File: config.mk
export PLATFORM = sky130hd
export DESIGN_NAME = imem_loader_flat
export DESIGN_NICKNAME = d
export VERILOG_FILES = /design/src/rtl/imem_loader_if.sv /design/src/rtl/imem_loader.sv /design/src/flat_wrapper.sv
export SDC_FILE = /design/constraint.sdc
export NUM_CORES = 1
export LEC_CHECK = 0
export ABC_AREA = 0
export BUFFER_PORTS_ARGS = -buffer_cell sky130_fd_sc_hd__buf_4
export CORE_ASPECT_RATIO = 2
export CORE_MARGIN = 3
export CORE_UTILIZATION = 60
export CTS_BUF_LIST = sky130_fd_sc_hd__clkbuf_8
export CTS_CLUSTER_DIAMETER = 200
export CTS_CLUSTER_SIZE = 16
export DETAILED_ROUTE_END_ITERATION = 8
export PLACE_DENSITY = 0.85
export SETUP_SLACK_MARGIN = 0.3
export SYNTH_ARGS = -nofsm -noshare
export SYNTH_HDL_FRONTEND = slang
export SYNTH_SLANG_ARGS = --single-unit
File: constraint.sdc
create_clock -name clk -period 2.6 [get_ports clk]
set_clock_uncertainty 0.2 [all_clocks]
set_input_delay 0.26 -clock clk [delete_from_list [all_inputs] [get_ports clk]]
set_output_delay 0.26 -clock clk [all_outputs]
set_load 0.05 [all_outputs]
File: src/rtl/imem_loader_if.sv
// Byte-stream and instruction-memory write bus of the boot loader.
// The loader attaches through the master modport; stream source and memory use slave.
interface imem_loader_if #(
   parameter int WIDTH    = 32,
   parameter int ADDR_LEN = 8
);
   logic                s_valid;
   logic [7:0]          s_data;
   logic                s_ready;
   logic                mem_wr_en;
   logic [ADDR_LEN-1:0] mem_addr;
   logic [WIDTH-1:0]    mem_wr_data;

   modport master (
      input  s_valid, s_data,
      output s_ready, mem_wr_en, mem_addr, mem_wr_data
   );

   modport slave (
      output s_valid, s_data,
      input  s_ready, mem_wr_en, mem_addr, mem_wr_data
   );
endinterface

File: src/rtl/imem_loader.sv
// Boot loader: length-prefixed little-endian byte stream into instruction memory,
// XOR-checksum verified, holding the core in reset until a good image is present.
module imem_loader #(
   parameter int WIDTH    = 32,
   parameter int ADDR_LEN = 8
) (
   input  logic           clk,
   input  logic           rst_n,
   imem_loader_if.master  bus,
   output logic           core_rst_n,
   input  logic           halt,
   output logic           done,
   output logic           error
);
   localparam int LANES  = WIDTH / 8;
   localparam int LANE_W = (LANES > 1) ? $clog2(LANES) : 1;
   localparam logic [LANE_W-1:0] LAST_LANE = LANE_W'(LANES - 1);
   localparam logic [16:0]       CAPACITY  = 17'(1) << ADDR_LEN;

   localparam logic [2:0] S_LEN_LO = 3'd0;
   localparam logic [2:0] S_LEN_HI = 3'd1;
   localparam logic [2:0] S_DATA   = 3'd2;
   localparam logic [2:0] S_CSUM   = 3'd3;
   localparam logic [2:0] S_RUN    = 3'd4;
   localparam logic [2:0] S_ERR    = 3'd5;

   logic [2:0]          state_r;
   logic [2:0]          state_nxt_s;
   logic [15:0]         len_r;
   logic [LANE_W-1:0]   byte_cnt_r;
   logic [16:0]         word_idx_r;
   logic [7:0]          csum_r;
   logic [WIDTH-1:0]    word_r;
   logic                wr_en_r;
   logic [ADDR_LEN-1:0] addr_r;
   logic [WIDTH-1:0]    wdata_r;
   logic                ready_r;
   logic                run_r;
   logic                err_r;

   logic                accept_s;
   logic [16:0]         len_s;
   logic [WIDTH-1:0]    word_asm_s;
   logic                last_lane_s;
   logic                last_word_s;

   function automatic logic [7:0] csum_next(input logic [7:0] acc, input logic [7:0] b);
      return acc ^ b;
   endfunction

   // Accept decode, word assembly and next-state selection.
   always_comb begin
      accept_s    = bus.s_valid && ready_r;
      len_s       = {1'b0, bus.s_data, len_r[7:0]};
      word_asm_s  = word_r;
      word_asm_s[{byte_cnt_r, 3'b000} +: 8] = bus.s_data;
      last_lane_s = (byte_cnt_r == LAST_LANE);
      last_word_s = ((word_idx_r + 17'd1) == {1'b0, len_r});
      state_nxt_s = state_r;
      case (state_r)
         S_LEN_LO: begin
            if (accept_s) state_nxt_s = S_LEN_HI;
            else          state_nxt_s = state_r;
         end
         S_LEN_HI: begin
            if (!accept_s)             state_nxt_s = state_r;
            else if (len_s == 17'd0)   state_nxt_s = S_CSUM;
            else if (len_s > CAPACITY) state_nxt_s = S_ERR;
            else                       state_nxt_s = S_DATA;
         end
         S_DATA: begin
            if (accept_s && last_lane_s && last_word_s) state_nxt_s = S_CSUM;
            else                                        state_nxt_s = state_r;
         end
         S_CSUM: begin
            if (!accept_s)                   state_nxt_s = state_r;
            else if (bus.s_data == csum_r)   state_nxt_s = S_RUN;
            else                             state_nxt_s = S_ERR;
         end
         S_RUN: begin
            if (halt) state_nxt_s = S_LEN_LO;
            else      state_nxt_s = state_r;
         end
         S_ERR:   state_nxt_s = S_ERR;
         default: state_nxt_s = S_ERR;
      endcase
   end

   // State register with status outputs registered from the next state.
   always_ff @(posedge clk or negedge rst_n) begin
      if (!rst_n) begin
         state_r <= S_LEN_LO;
         ready_r <= 1'b1;
         run_r   <= 1'b0;
         err_r   <= 1'b0;
      end else begin
         state_r <= state_nxt_s;
         ready_r <= (state_nxt_s == S_LEN_LO) || (state_nxt_s == S_LEN_HI) ||
                    (state_nxt_s == S_DATA)   || (state_nxt_s == S_CSUM);
         run_r   <= (state_nxt_s == S_RUN);
         err_r   <= (state_nxt_s == S_ERR);
      end
   end

   // Length capture, word assembly, checksum and memory write port.
   always_ff @(posedge clk or negedge rst_n) begin
      if (!rst_n) begin
         len_r      <= 16'd0;
         byte_cnt_r <= '0;
         word_idx_r <= 17'd0;
         csum_r     <= 8'd0;
         word_r     <= '0;
         wr_en_r    <= 1'b0;
         addr_r     <= '0;
         wdata_r    <= '0;
      end else begin
         wr_en_r <= 1'b0;
         case (state_r)
            S_LEN_LO: if (accept_s) len_r[7:0]  <= bus.s_data;
            S_LEN_HI: if (accept_s) len_r[15:8] <= bus.s_data;
            S_DATA: begin
               if (accept_s) begin
                  word_r <= word_asm_s;
                  csum_r <= csum_next(csum_r, bus.s_data);
                  if (last_lane_s) begin
                     wr_en_r    <= 1'b1;
                     addr_r     <= word_idx_r[ADDR_LEN-1:0];
                     wdata_r    <= word_asm_s;
                     word_idx_r <= word_idx_r + 17'd1;
                     byte_cnt_r <= '0;
                  end else begin
                     byte_cnt_r <= byte_cnt_r + LANE_W'(1);
                  end
               end
            end
            // Halt rearms the loader for a fresh image; memory is left intact.
            S_RUN: begin
               if (halt) begin
                  word_idx_r <= 17'd0;
                  byte_cnt_r <= '0;
                  csum_r     <= 8'd0;
               end
            end
            default: ;
         endcase
      end
   end

   assign bus.s_ready     = ready_r;
   assign bus.mem_wr_en   = wr_en_r;
   assign bus.mem_addr    = addr_r;
   assign bus.mem_wr_data = wdata_r;
   assign core_rst_n      = run_r;
   assign done            = run_r;
   assign error           = err_r;
endmodule

File: src/flat_wrapper.sv
// flat-port wrapper written by rule: the top's interface ports become plain ports
module imem_loader_flat 
#(
   parameter int WIDTH    = 32,
   parameter int ADDR_LEN = 8
)
  (clk, rst_n, core_rst_n, halt, done, error, bus_s_valid, bus_s_data, bus_s_ready, bus_mem_wr_en, bus_mem_addr, bus_mem_wr_data);
  imem_loader_if #(.WIDTH(WIDTH), .ADDR_LEN(ADDR_LEN)) bus_i ();
  input  logic clk;
  input  logic rst_n;
  output logic core_rst_n;
  input  logic halt;
  output logic done;
  output logic error;
  input wire logic [$bits(bus_i.s_valid)-1:0] bus_s_valid;
  input wire logic [$bits(bus_i.s_data)-1:0] bus_s_data;
  output wire logic [$bits(bus_i.s_ready)-1:0] bus_s_ready;
  output wire logic [$bits(bus_i.mem_wr_en)-1:0] bus_mem_wr_en;
  output wire logic [$bits(bus_i.mem_addr)-1:0] bus_mem_addr;
  output wire logic [$bits(bus_i.mem_wr_data)-1:0] bus_mem_wr_data;
  assign bus_i.s_valid = bus_s_valid;
  assign bus_i.s_data = bus_s_data;
  assign bus_s_ready = bus_i.s_ready;
  assign bus_mem_wr_en = bus_i.mem_wr_en;
  assign bus_mem_addr = bus_i.mem_addr;
  assign bus_mem_wr_data = bus_i.mem_wr_data;
  imem_loader #(.WIDTH(WIDTH), .ADDR_LEN(ADDR_LEN)) u_core (.clk(clk), .rst_n(rst_n), .bus(bus_i), .core_rst_n(core_rst_n), .halt(halt), .done(done), .error(error));
endmodule
Yosys cells after proc, flatten, opt, wreduce, memory -nomap -nowiden:

Index checks and enable logic that the tools add are counted.

* add/subtract/negate cells: 3
* shifts and indexed selects: 2
* $lt $le $gt $ge: 1
* eq/ne operators: 15
* bitwise gates (word level): 1
* mux-type cells: 24
* reduce and logical (&&, ||, !) cells: 16

Operator list (number)
* $mux 17: 3
* $pmux 17 s2: 1
* $bwmux 32: 1
* $shift 8x7->32 const A: 1
* $shiftx 8x7->32: 1
* $mux 3: 7
* $add 17x1->17 const B: 1
* $eq 17x16->1: 1
* $gt 16x9->1 const B: 1
* $logic_not 16->1: 1
* $mux 8: 2
* $pmux 8 s2: 1
* $pmux 3 s5: 1
* $eq 3x2->1 const B: 4
* $eq 3x3->1 const B: 3
* $eq 8x8->1: 1
* $xor 8x8->8: 1
* $neg 5->7: 1
* $eq 3x1->1 const B: 2
* $logic_not 3->1: 2
* $mux 2: 3
* $reduce_and 2->1: 3
* $reduce_and 3->1: 2
* $mux 1: 4
* 9 further kinds: 14

* output and inout port bits: 45
* bits in registers: 122
* logic and storage cells: 75
* input bits: 12

Depth between registers and ports, before layout:

Gate-level depths: netlist (run 1).

* depth in word-level cells: 9
* depth in mapped cells: 10

Worst setup path after synthesis (run 1):

OpenSTA, ideal clock, no wires.

* path kind: flip-flop to flip-flop
* start: reg u_core.byte_cnt_r[0]
* end: reg u_core.word_r[24]
* path slack: 0.375 ns
* clock period less this slack: 2.225 ns
* setup time: 0.066 ns
* required time: 2.334 ns
* data arrival time: 1.959 ns
* path buffers: 1
* stages on the path, launching flop included: 7
* path through: dfrtp_1 > inv_1 > ha_1 > nor4b_2 > and2_1 > buf_2 > a22o_1

* cells in the longest elaborated chain, start to end: 3
* elaborated cells between the ends (all ways): 4
* those cells by class: 1 x add/sub; 2 x shift; 1 x mux

Ends and longest elaborated chain
* start, declared: line imem_loader.sv:30 `logic [LANE_W-1:0] byte_cnt_r;`
* start signal, assigned: line imem_loader.sv:132 `byte_cnt_r <= byte_cnt_r + LANE_W'(1);`
* $neg 5->7 *: line imem_loader.sv:56 `word_asm_s[{byte_cnt_r, 3'b000} +: 8] = bus.s_data;`
* $shiftx 8x7->32 / $shift 8x7->32 (equally long branches): line imem_loader.sv:56
* $bwmux 32 *: line imem_loader.sv:56
* end signal, assigned: line imem_loader.sv:123 `word_r <= word_asm_s;`
* end, declared: line imem_loader.sv:33 `logic [WIDTH-1:0] word_r;`

Every way passes the cells marked *; elsewhere a longest branch is shown, timed or not.
A chain may end at the register's enable or synchronous reset.

Worst setup path in the final report (run 1):

* start: reg u_core.byte_cnt_r[0]
* end: reg u_core.word_r[6]

Same word-level chain as after synthesis.

==> summary.txt, run 1 <==
status: finished clean
antenna violations before repair: 0
switching share of power: 31.9%
Comb pwr share: 20.4%
relative slew slack: 54.3%
initial core utilization: 62.4%
drt first pass iters: 5
Worst setup SP type: flip-flop
root buffer cell: clkbuf_8
RSZ-0062 raised after global routing: no
part of the cycle the worst path needs: 86.2%
Syn Inst Count: 590
DR WL/cell: 19.9 um
delay-heaviest family, CP: simple AND/OR/NAND/NOR gates
Seq/Total Area, Yosys: 51.5%
drc violations: 0
Worst Path Arrival: 2.42 ns
Detailed Place HPWL: 10,900 um
gpl congestion: 0.991
Synth Register Bits: 122
Die Width: 76.3 um
first-pass GRT wire length: 25,500 um
grt total ovfl: 0
area of the mapped netlist: 5930 um2
Worst Setup SP: u_core.byte_cnt_r[0]
CP max FO: 8
VDD IR-drop max: 0.000428 V
Storage cell area: 3060 um2
pwr dens: 701 nW/um2
vias in the first global route: 5,152
Synth warnings: 0
slowest stage cell, crit path: dfrtp_2
largest family of logic cells by synthesized area: compound AO/OA/AOI/OAI gates
delay of the slowest critical-path stage: 0.46 ns
P_sw: 1.57 mW
M1 WL: 5310 um
metal3 WL: 767 um
I/O pin count: 57
CTS Buf Count: 17
hold_ws: 0.0414 ns
ys async rst share: 100%
library cells used by synthesis: 50
Routed WL: 15,800 um
Worst Tran Pin Value: 0.681 ns
Internal: 3.34 mW
CP cell instances: inv_1, ha_1, nor4bb_1, and3_2, a22o_1
EDFF count, synth: 0
TritonCTS clock tree: built
CP endpoint kind: flip-flop
adder-cell share of the synthesized area: 1.48%
Place WS: 0.234 ns
max-cap check violation count: 0
DRT iter0 DRCs: 317
die area: 11,200 um2
CP Buf/Inv Count: 1
post-route ant nets: 0
Most used DFF post-synth: dfrtp_1
Top Layer Used: met4
Hold WC Path Type: input port to flip-flop
FF-to-FF Start: u_core.byte_cnt_r[0]
Static Leak: 3.17 nW
# setup viols final: 0
Fillers: 675
Mean Syn Cell Area: 10.1 um2
Met2 Routed Length: 8730 um
Core Rows: 50
Area growth syn-to-layout: 18.0%
CP required: 2.78 ns
Flop pwr share: 45.8%
layout cell share with drive strength beyond 1: 23.2%
Crit Path Class: flip-flop to flip-flop
Antenna Cells: 0
final worst setup slack: 0.358 ns
number of nets in the layout: 670
multi-input logic area: 2690 um2
DR vias: 4,887
Hold Startpoint: bus_s_valid
final hold viol count: 0
Mapped Nets: 609
pin count of the biggest net entering global routing: 52
Setup TNS Final: 0 ns
worst skew pair latency: 0.45 ns
R2R Setup Slk: 0.36 ns
Clock H-tree levels: 4
XOR/XNOR Fraction of Synth Area: 4.87%
chip height: 147 um
Slew Limit Fails: 0
total global routing track utilization: 29.1%
Port Buffers: 56
post-CTS setup buffers: 0
simple logic cell fraction of the synthesized area: 15.7%
Fmax: 446 MHz
crit path time final: 2.24 ns
Synth Area in Compound Gates: 18.1%
post-synthesis mux area share: 4.70%
vias per std cell: 6.15
Clock transition at path regs: 0.07 ns
clock tree sinks: 122
Clock Power Share: 33.8%
clock buffer depth: 2
core area: 9510 um2
final timing paths:
path                       cells after the start                         end
min in group asynchronous                      2       u_core.word_idx_r[15]
setup reg to reg                               5            u_core.word_r[6]
hold reg to reg                                2  u_core.bus.mem_wr_data[25]
setup / recovery                               5            u_core.word_r[6]
hold / removal                                 4           u_core.state_r[1]
max in group asynchronous                      3        u_core.byte_cnt_r[0]
sequential cells by signal, summed over array words and instances (netlist names), 2 cells and up:
register                cells
u_core.bus.mem_addr         8
u_core.bus.mem_wr_data     32
u_core.state_r              3
u_core.byte_cnt_r           2
u_core.len_r               16
u_core.word_idx_r          17
u_core.csum_r               8
u_core.word_r              32
cell families (layout without fill, tap and decap cells):
group | Yosys count | after routing
AOI/OAI and AO/OA | 172 | 172
DFF | 122 | 122
muxes | 25 | 25
xor gates and xnor gates | 33 | 33
buffers and inverters | 50 | 124
adders and majority gates | 7 | 7
and+or+nand+nor | 181 | 181
area by class of cell:
class / count / share of cell area (%)
tap: 130 / 2.32
sequential: 122 / 43.7
inverter: 7 / 0.375
multi-input combinational: 418 / 38.4
timing repair buffer: 85 / 9.69
clock buffer: 17 / 3.34
clock inverter: 15 / 2.16
what timing repair did:
item / in CTS / in global routing
hold buffers: 6 / 0
gates resized for setup: 3 / 7
pin swaps: 0 / 1
endpoints found under the hold margin: 57 / 0
setup endpoints to repair: 17 / 46
worst min-delay path, delay by kind of cell:
family	cells	cell delay, ns
buffers and inverters	1	0.12
multiplexers	1	0.08
AND/OR/NAND/NOR	2	0.18
synth_stat cells (all sizes together) (2+ instances only):
master	instances	area, um2
a21oi	40	200
ha	7	87.6
o31ai	9	67.6
and3	5	36.3
a22o	34	298
nand3	11	60.1
xor2	17	149
a211oi	3	27.5
nor4bb	2	20.0
mux2i	2	20.0
nand2	72	270
xnor2	16	140
nor3	11	60.1
a41o	2	20.0
nand4	11	75.1
clkbuf	23	86.3
mux2	23	259
nor2	23	86.3
nor4	6	58.8
dfrtp	121	3030
nor2b	33	206
inv	7	26.3
o21ai	71	355
o21bai	2	15.0
o41ai	4	35.0
buf	20	104
and4	2	17.5
and2	2	12.5
per-stage QoR:
stage | power (mW) | util, % | cell area [um2] | instances
final | 4.91 | 73.6 | 7000 | 794
after global routing | 5.08 | 73.6 | 7000 | 794
after CTS | 4.89 | 73.4 | 6980 | 794
after detailed placement | 3.22 | 68.6 | 6530 | 756
after global placement | 3.18 | 68.6 | 6530 | 756
after floorplan | 2.90 | - | 5930 | 590
metal layers:
metal,vias to the layer above,global-route usage (%)
li1,2205,-
met4,0,20.3
met2,230,52.9
met3,83,5.93
met1,2369,29.0
met5,-,0
placed cells by master (no fill, tap or decap), types with 23 or more instances in the layout:
cell type	n
o21ai_0	64
a22o_1	34
nor2_1	23
mux2_2	23
dfrtp_1	118
nor2b_1	33
a21oi_1	40
buf_4	77
nand2_1	72
power by group through the flow:
stage	registers, mW	logic [mW]	clock network, mW
after floorplan	2.28	0.617	0
after global placement	2.26	0.923	0
after detailed placement	2.27	0.954	0
after CTS	2.24	0.977	1.67
after global routing	2.27	1.06	1.75
final	2.25	1.00	1.66
(Power assumes the default switching activity.)
==> run 2: changes to the inputs <==
- HOLD_SLACK_MARGIN: not set -> 0.1
==> summary.txt, run 2 (synthesized netlist as in run 1, its figures left out) <==
status: finished clean
Core Util, Final: 73.9% (+0.32 points)
Detailed Place HPWL: 10,900 um (unchanged)
DR vias: 4,950 (+1.3%)
number of nets in the layout: 673 (+0.45%)
layout cell share with drive strength beyond 1: 23.1% (-0.10 points)
# setup viols final: 0 (unchanged)
I/O pin count: 57 (unchanged)
VDD IR-drop max: 0.000427 V (-0.22%)
antenna violations before repair: 0 (unchanged)
part of the cycle the worst path needs: 88.3% (+2.0 points)
Comb pwr share: 20.4% (about the same)
DR WL/cell: 19.8 um (-0.49%)
Final Cell Area: 7030 um2 (+0.43%)
Fmax: 436 MHz (-2.3%)
Antenna Cells: 0 (unchanged)
first-pass GRT wire length: 25,600 um (+0.24%)
post-CTS setup buffers: 0 (unchanged)
Clock H-tree levels: 4 (unchanged)
root buffer cell: clkbuf_8
Fillers: 667 (-1.2%)
commonest non-fill, non-tap cells in the layout: dfrtp_1 (118), buf_4 (77), nand2_1 (72)
clock tree sinks: 122 (unchanged)
multi-input logic area: 2690 um2 (unchanged)
Worst setup SP type: input port
clock buffer depth: 2 (unchanged)
Worst Path Arrival: 2.42 ns (about the same)
CP endpoint kind: flip-flop
TritonCTS clock tree: built
Hold WC Path Type: input port to flip-flop
Die Width: 76.3 um (unchanged)
pwr dens: 698 nW/um2 (-0.40%)
initial core utilization: 62.4% (unchanged)
Routed WL: 15,800 um (-0.11%)
area post-placement: 6530 um2 (unchanged)
post-route ant nets: 0 (unchanged)
Core Rows: 50 (unchanged)
CP max FO: 3 (-5)
Crit Path Class: input port to flip-flop
Port Buffers: 56 (unchanged)
grt total ovfl: 0 (unchanged)
Clock transition at path regs: 0.07 ns (about the same)
RSZ-0062 raised after global routing: no
total global routing track utilization: 29.2% (+0.066 points)
worst skew pair latency: 0.45 ns (about the same)
switching share of power: 31.9% (-0.043 points)
CP required: 2.73 ns (-0.05 ns)
pin count of the biggest net entering global routing: 52 (unchanged)
Clock Power Share: 33.9% (about the same)
Slew Limit Fails: 0 (unchanged)
cell count after placement: 756 (unchanged)
Area growth syn-to-layout: 18.5%
Setup TNS Final: 0 ns (unchanged)
drc violations: 0 (unchanged)
crit path time final: 2.29 ns (+0.0530 ns)
relative slew slack: 54.3% (+0.083 points)
drt first pass iters: 6 (+1)
DRT iter0 DRCs: 295 (-6.9%)
vias in the first global route: 5,164 (+0.23%)
hold_ws: 0.134 ns (+0.0926 ns)
vias per std cell: 6.21 (+0.91%)
chip height: 147 um (unchanged)
max-cap check violation count: 0 (unchanged)
gpl congestion: 0.991 (unchanged)
CTS Buf Count: 17 (unchanged)
core area: 9510 um2 (unchanged)
Static Leak: 3.18 nW (+0.40%)
die area: 11,200 um2 (unchanged)
Worst Tran Pin Value: 0.680 ns (-0.00123 ns)
final hold viol count: 0 (unchanged)
P_sw: 1.56 mW (-0.11%)
Flop pwr share: 45.7% (about the same)
final std cells w/o fill: 797 (+0.38%)
Storage cell area: 3060 um2 (unchanged)
most common cell after layout, fill and taps aside: dfrtp_1
Internal: 3.34 mW (about the same)
run 2: cell types whose count changed in the layout (fill, tap and decap cells not counted):
cell,previous run,this run
dlygate4sd3_1,6,9
run 2: power by group through the flow:
stage               combinational, mW  sequential, mW  clock (mW)
floorplan                       0.617            2.28           0
global placement                0.923            2.26           0
detailed placement              0.954            2.27           0
CTS                             0.981            2.24        1.67
global route                     1.06            2.27        1.75
finish                           1.00            2.25        1.66
run 2: final cells by class:
type	instances	share of cell area [%]
inverters	7	0.374
multi-input cells	418	38.3
clock inverters	15	2.15
repair buffers	88	10.1
well taps	130	2.31
flip-flops and latches	122	43.5
clock buffers	17	3.33
run 2: repair_timing:
action / CTS / global route
hold endpoints to repair: 107 / 0
hold buffers: 9 / 0
pin swaps: 0 / 1
endpoints found under the setup margin: 17 / 46
resized for setup: 3 / 7
run 2: stage by stage:
stage,power (mW),setup WS [ns]
2_1_floorplan,2.90,0.375
3_3_place_gp,3.18,0.296
3_5_place_dp,3.22,0.234
4_1_cts,4.89,0.302
5_1_grt,5.08,0.296
6_report,4.91,0.305
run 2: metal layers:
metal | track usage [%] | wire length (um) | vias to the layer above
met3 | 5.93 | 786 | 82
li1 | - | - | 2221
met1 | 29.1 | 5280 | 2417
met4 | 20.3 | 950 | 0
met5 | 0 | 0 | -
met2 | 53.0 | 8750 | 230
run 2: worst paths after layout:
check | start | endpoint | slack (ns) | depth (start not counted)
setup reg to reg | u_core.byte_cnt_r[0] | u_core.word_r[6] | 0.36 | 5
setup / recovery | bus_s_data[7] | u_core.state_r[0] | 0.31 | 8
min in group asynchronous | rst_n | u_core.word_idx_r[15] | 0.19 | 2
hold reg to reg | u_core.bus.mem_wr_data[21] | u_core.bus.mem_wr_data[21] | 0.28 | 2
hold / removal | bus_s_data[6] | u_core.csum_r[6] | 0.13 | 4
max in group asynchronous | rst_n | u_core.byte_cnt_r[0] | 1.33 | 3
run 2: worst max-delay path, cell delays in order:
cell,delay (ns)
dlygate4sd3_1,0.55
buf_4,0.15
xor2_1,0.14
nor4_1,0.35
nand4_1,0.14
o31a_1,0.26
a221o_1,0.36
a41o_1,0.21
